File: src/rtl/trng_pkg.sv
// Shared TRNG types and constants: reader FSM states and UART framing levels.
package trng_pkg;

   typedef enum logic [2:0] {
      IDLE,
      REQ,
      START,
      DATA,
      PARITY,
      STOP
   } state_e;

   localparam int   DATA_BITS = 8;
   localparam logic TX_IDLE   = 1'b1;
   localparam logic TX_START  = 1'b0;
   localparam logic TX_STOP   = 1'b1;

endpackage : trng_pkg

File: src/rtl/uart_baud_gen.sv
// Bit-period timer: counts 0..CLK_DIV-1 and pulses bit_done on the last count of each bit.
module uart_baud_gen #(
   parameter int CLK_DIV = 16
) (
   input  logic clk,
   input  logic rst,
   input  logic restart,
   output logic bit_done
);

   localparam int CNT_W = (CLK_DIV > 2) ? $clog2(CLK_DIV) : 1;

   logic [CNT_W-1:0] cnt;

   assign bit_done = (cnt == CNT_W'(CLK_DIV - 1));

   // NOTE: reset is tested inside the clocked block, so it is synchronous; no async sensitivity.
   always_ff @(posedge clk) begin
      if (rst || restart || bit_done) begin
         cnt <= '0;
      end else begin
         cnt <= cnt + 1'b1;
      end
   end

endmodule : uart_baud_gen

File: src/rtl/entropy_uart_reader.sv
// Pulls bytes from the entropy buffer over req/vector_valid and sends each as an 8N1 UART frame.
// Define ENTROPY_UART_PARITY_EN to insert an even-parity bit between data and stop.
module entropy_uart_reader
   import trng_pkg::*;
#(
   parameter int CLK_DIV     = 16,
   parameter int REQ_TIMEOUT = 1024
) (
   input  logic       clk,
   input  logic       rst,
   input  logic       enable,
   input  logic [7:0] vector,
   input  logic       vector_valid,
   output logic       req,
   output logic       tx,
   output logic       busy,
   output logic       stall
);

   localparam int WAIT_W = $clog2(REQ_TIMEOUT + 1);
   localparam int IDX_W  = $clog2(DATA_BITS);

   state_e                 state;
   logic [WAIT_W-1:0]      wait_cnt;
   logic [DATA_BITS-1:0]   shift;
   logic [IDX_W-1:0]       bit_idx;
   logic                   bit_done;
   logic                   baud_restart;
`ifdef ENTROPY_UART_PARITY_EN
   logic                   parity_bit;
`endif

   // Holding the timer at zero outside the serial states makes every serial state start at count 0.
   assign baud_restart = (state == IDLE) || (state == REQ);
   assign busy         = (state != IDLE);

   uart_baud_gen #(
      .CLK_DIV (CLK_DIV)
   ) u_baud_gen (
      .clk      (clk),
      .rst      (rst),
      .restart  (baud_restart),
      .bit_done (bit_done)
   );

   // NOTE: all state and outputs update with non-blocking assignments so every branch sees pre-edge values.
   always_ff @(posedge clk) begin
      if (rst) begin
         state    <= IDLE;
         req      <= 1'b0;
         tx       <= TX_IDLE;
         stall    <= 1'b0;
         wait_cnt <= '0;
         shift    <= '0;
         bit_idx  <= '0;
`ifdef ENTROPY_UART_PARITY_EN
         parity_bit <= 1'b0;
`endif
      end else begin
         case (state)
            IDLE: begin
               tx <= TX_IDLE;
               if (enable) begin
                  state    <= REQ;
                  req      <= 1'b1;
                  wait_cnt <= '0;
               end
            end

            REQ: begin
               if (req && vector_valid) begin
                  shift   <= vector;
                  req     <= 1'b0;
                  stall   <= 1'b0;
                  bit_idx <= '0;
                  tx      <= TX_START;
                  state   <= START;
`ifdef ENTROPY_UART_PARITY_EN
                  parity_bit <= ^vector;
`endif
               end else if (!enable) begin
                  req   <= 1'b0;
                  state <= IDLE;
               end else if (wait_cnt != WAIT_W'(REQ_TIMEOUT)) begin
                  // Saturating wait counter; stall rises on the cycle it reaches the limit.
                  wait_cnt <= wait_cnt + 1'b1;
                  if (wait_cnt == WAIT_W'(REQ_TIMEOUT - 1)) begin
                     stall <= 1'b1;
                  end
               end
            end

            START: begin
               if (bit_done) begin
                  tx      <= shift[0];
                  bit_idx <= '0;
                  state   <= DATA;
               end
            end

            DATA: begin
               if (bit_done) begin
                  shift <= shift >> 1;
                  if (bit_idx == IDX_W'(DATA_BITS - 1)) begin
`ifdef ENTROPY_UART_PARITY_EN
                     tx    <= parity_bit;
                     state <= PARITY;
`else
                     tx    <= TX_STOP;
                     state <= STOP;
`endif
                  end else begin
                     tx      <= shift[1];
                     bit_idx <= bit_idx + 1'b1;
                  end
               end
            end

`ifdef ENTROPY_UART_PARITY_EN
            PARITY: begin
               if (bit_done) begin
                  tx    <= TX_STOP;
                  state <= STOP;
               end
            end
`endif

            STOP: begin
               if (bit_done) begin
                  tx <= TX_IDLE;
                  if (enable) begin
                     state    <= REQ;
                     req      <= 1'b1;
                     wait_cnt <= '0;
                  end else begin
                     state <= IDLE;
                  end
               end
            end

            default: begin
               state <= IDLE;
               req   <= 1'b0;
               tx    <= TX_IDLE;
            end
         endcase
      end
   end

endmodule : entropy_uart_reader

File: config.mk
export PLATFORM = sky130hd
export DESIGN_NAME = entropy_uart_reader
export DESIGN_NICKNAME = d
export VERILOG_FILES = /design/src/rtl/trng_pkg.sv /design/src/rtl/uart_baud_gen.sv /design/src/rtl/entropy_uart_reader.sv
export SDC_FILE = /design/constraint.sdc
export NUM_CORES = 1
export LEC_CHECK = 0
export BUFFER_PORTS_ARGS = -buffer_cell sky130_fd_sc_hd__buf_4
export CORE_MARGIN = 2
export CORE_UTILIZATION = 45
export CTS_CLUSTER_DIAMETER = 150
export DETAILED_ROUTE_END_ITERATION = 7
export PLACE_DENSITY_LB_ADDON = 0.15
export SLEW_MARGIN = 40
export SYNTH_ARGS = -nofsm -noshare
export SYNTH_HDL_FRONTEND = slang
export SYNTH_SLANG_ARGS = --single-unit
File: constraint.sdc
create_clock -name clk -period 4.4 [get_ports clk]
set_input_delay 0.44 -clock clk [delete_from_list [all_inputs] [get_ports clk]]
set_output_delay 0.44 -clock clk [all_outputs]
set_load 0.01 [all_outputs]
==> metrics.md <==
| Metric | Value |
|---|---|
| Row Count | `22` |
| P per Cell Area | `351 mW/mm^2` |
| Flop2flop setup slack | `2.00 ns` |
| Clock Skew | `0.00218 ns` |
| Tmin final | `2.40 ns` |
| DR pass1 iterations | `4` |
| Placed wire-length estimate | `2540 microns` |
| I/O pin cnt | `16` |
| Starting Density | `0.472` |
| Post-Synthesis Cells | `211` |
| Final Wtd Congestion | `0.871` |
| Final ANT Viol Nets | `0` |
| Final nets | `237` |
| Post-CTS Hold Fix Bufs | `0` |
| Initial antenna violation count | `0` |
| Worst Setup End Kind | `register` |
| Mean Syn Cell Area | `8.25 sq um` |
| Synth top cells by count | `dfxtp_1, nor2_1, a21oi_1` |
| Hold_sp | `vector[7]` |
| Largest net degree at the start of global routing | `37` |
| Sequential share of the synthesized area | `0.368` |
| M3 GR Usage | `0.0358` |
| Total track usage | `0.188` |
| Layout area overhead | `12.1%` |
| EDFF count, synth | `0` |
| Grt met1 use | `0.227` |
| GRT overflow | `0` |
| Initial drt markers | `156` |
| Required @ worst endpoint | `4.61 ns` |
| Final setup viols | `0` |
| Hold Path Depth | `3` |
| Sinks on Clock Net | `32` |
| Ys Warns | `0` |
| Setup TNS | `0 ns` |
| Post-Route WL | `3670 microns` |
| M2 GR Usage | `0.321` |
| Post-synth top flop | `dfxtp_1` |
| Worst slew margin | `0.546` |
| Final Hold Vio Count | `0` |
| Core Box Area | `0.00369 sq mm` |
| CTS tree | `done` |
| Post-CTS sizing | `0` |
| Vias | `1548` |
| Die footprint | `0.00438 sq mm` |
| Outcome | `completed` |
| Worst EP arrival | `2.61 ns` |
| Peak supply drop | `0.000197 V` |
| WL/cell | `13.6 microns` |
| Ys async rst share | `0` |
| Startpoint Class | `register` |
| CTS Buf Count | `5` |
| Synthesized flop and latch total | `32` |
| Diodes inserted | `0` |
| Unrepaired setup endpoints after global routing | `no` |
| Max cap viols | `0` |
| Longest Clk Path Bufs | `2` |
| PortBufs | `15` |
| FF-to-FF End | `wait_cnt[3]$_SDFFE_PP0P_` |
| Crit Path Class | `register to register` |
| Yosys top cell by area | `dfxtp_1` |
| Leakage | `0.733 nW` |
| Global route hottest layer | `met2` |
| Largest cells by area after synthesis | `dfxtp_1, mux2i_1, nor2_1, a21oi_1, ha_1` |
| Share of cells above drive strength 1 | `0.122` |
| Post-Syn Nets | `228` |
| Clock transition at path regs | `0.06 ns` |
| Die W | `66.2 microns` |
| Synth cell types | `49` |
| Reg-to-reg critical path startpoint | `state[2]$_SDFFE_PP0P_` |
| Clk_lat worst skew | `0.28 ns` |
| Root Buffer | `clkbuf_8` |
| Min-Delay Path Class | `input port to register` |
| Worst Hold End | `shift[7]$_SDFFE_PP0P_` |
| Yosys top cell area share | `0.368` |
| Worst Path Max Fanout | `16` |
| Final Cycle Share | `0.546` |
| Power, Total | `0.000685 W` |
| Most numerous cell in the Yosys netlist | `dfxtp_1` |
| H-tree depth | `2` |
| # Post-CTS Setup Buffers | `0` |
| Worst-margin pin slew | `0.679 ns` |
| Syn Std Cell Area | `0.00174 sq mm` |
| R2r worst-path depth | `5` |
| # DRC | `0` |
| Die Ht | `66.2 microns` |
| Number of global-route vias before repair | `1425` |
| Final Max Tran Viols | `0` |
| Via/cell ratio | `5.75` |
| Global-route wire length before repair | `6380 microns` |
| Fmax | `0.416 GHz` |
==> cells by family (layout without fill, tap and decap cells) <==
| group | after synthesis | count (layout) | synth area share |
|---|---|---|---|
| compound gates | 53 | 53 | 0.191 |
| xor+xnor | 2 | 2 | 0.0101 |
| fa+ha+maj | 5 | 5 | 0.0359 |
| buf+inv | 19 | 29 | 0.0532 |
| flops | 32 | 32 | 0.368 |
| mux | 9 | 9 | 0.0517 |
| simple gates | 91 | 91 | 0.290 |
==> worst max-delay path by stage <==
stage | startpoint | endpoint | slack, ns | depth (start not counted)
4_1_cts | u_baud_gen.cnt[0]$_SDFF_PP0_ | wait_cnt[3]$_SDFFE_PP0P_ | 2.01 | 6
3_3_place_gp | state[2]$_SDFFE_PP0P_ | wait_cnt[9]$_SDFFE_PP0P_ | 2.13 | 5
5_1_grt | state[0]$_SDFFE_PP0P_ | shift[5]$_SDFFE_PP0P_ | 1.81 | 4
2_1_floorplan | u_baud_gen.cnt[0]$_SDFF_PP0_ | wait_cnt[9]$_SDFFE_PP0P_ | 2.58 | 6
3_5_place_dp | u_baud_gen.cnt[0]$_SDFF_PP0_ | wait_cnt[3]$_SDFFE_PP0P_ | 2.05 | 6
6_report | state[2]$_SDFFE_PP0P_ | wait_cnt[3]$_SDFFE_PP0P_ | 2.00 | 5
==> area by class of cell <==
type,instances,area (sq um)
clock buffers,6,72.6
clock inverters,2,35.0
fillers,361,1740
inverters,6,22.5
multi-input cells,160,1010
flip-flops and latches,32,641
well taps,48,60.1
repair buffers,15,113
==> critical path: stages (launching register included) <==
cell     delay [ns]
dfxtp_1        0.59
or3b_1         0.55
nor4_4         0.10
or3_4          0.43
or4_1          0.49
a21oi_1        0.16
==> flip-flops by register name, indices dropped and copies added, names as in the netlist <==
| name | flops |
|---|---|
| wait_cnt | 11 |
| shift | 8 |
| u_baud_gen.cnt | 4 |
| bit_idx | 3 |
| state | 3 |
| req | 1 |
| stall | 1 |
| tx | 1 |
==> where the power goes <==
group          leakage [nW]  total [W]  switching (W)  internal (W)
Clock                0.0552   0.000273       0.000105      0.000168
Combinational         0.419  0.0000985      0.0000566     0.0000419
Sequential            0.259   0.000313      0.0000143      0.000299
==> cell usage in the layout (no fill, tap or decap), types with 6 or more instances in the layout <==
| cell | netlist | routed |
|---|---|---|
| nand2b_1 | 6 | 6 |
| o21ai_0 | 8 | 8 |
| buf_4 | 1 | 15 |
| mux2i_1 | 9 | 9 |
| dfxtp_1 | 32 | 32 |
| nand2_1 | 14 | 14 |
| nor2_1 | 23 | 23 |
| a211oi_1 | 8 | 8 |
| a21oi_1 | 16 | 16 |
| nor3_1 | 6 | 6 |
| or4_1 | 7 | 7 |
| nand3_1 | 12 | 12 |
| inv_1 | 6 | 6 |
==> metrics by stage <==
step | hold WS, ns | setup slack [ns] | util | std cells | area [sq um]
after floorplan | 0.418 | 2.58 | - | 211 | 1740
after global placement | 0.425 | 2.13 | 0.500 | 261 | 1840
after detailed placement | 0.452 | 2.05 | 0.500 | 261 | 1840
after CTS | 0.416 | 2.01 | 0.529 | 269 | 1950
after global routing | 0.430 | 1.81 | 0.529 | 269 | 1950
final | 0.425 | 2.00 | 0.529 | 269 | 1950
==> routing by layer <==
layer | share of wire | vias up
met4 | 0.014 | 0
met1 | 0.45 | 720
met5 | 0 | -
li1 | - | 789
met2 | 0.50 | 33
met3 | 0.037 | 6
(Power assumes the default switching activity.)
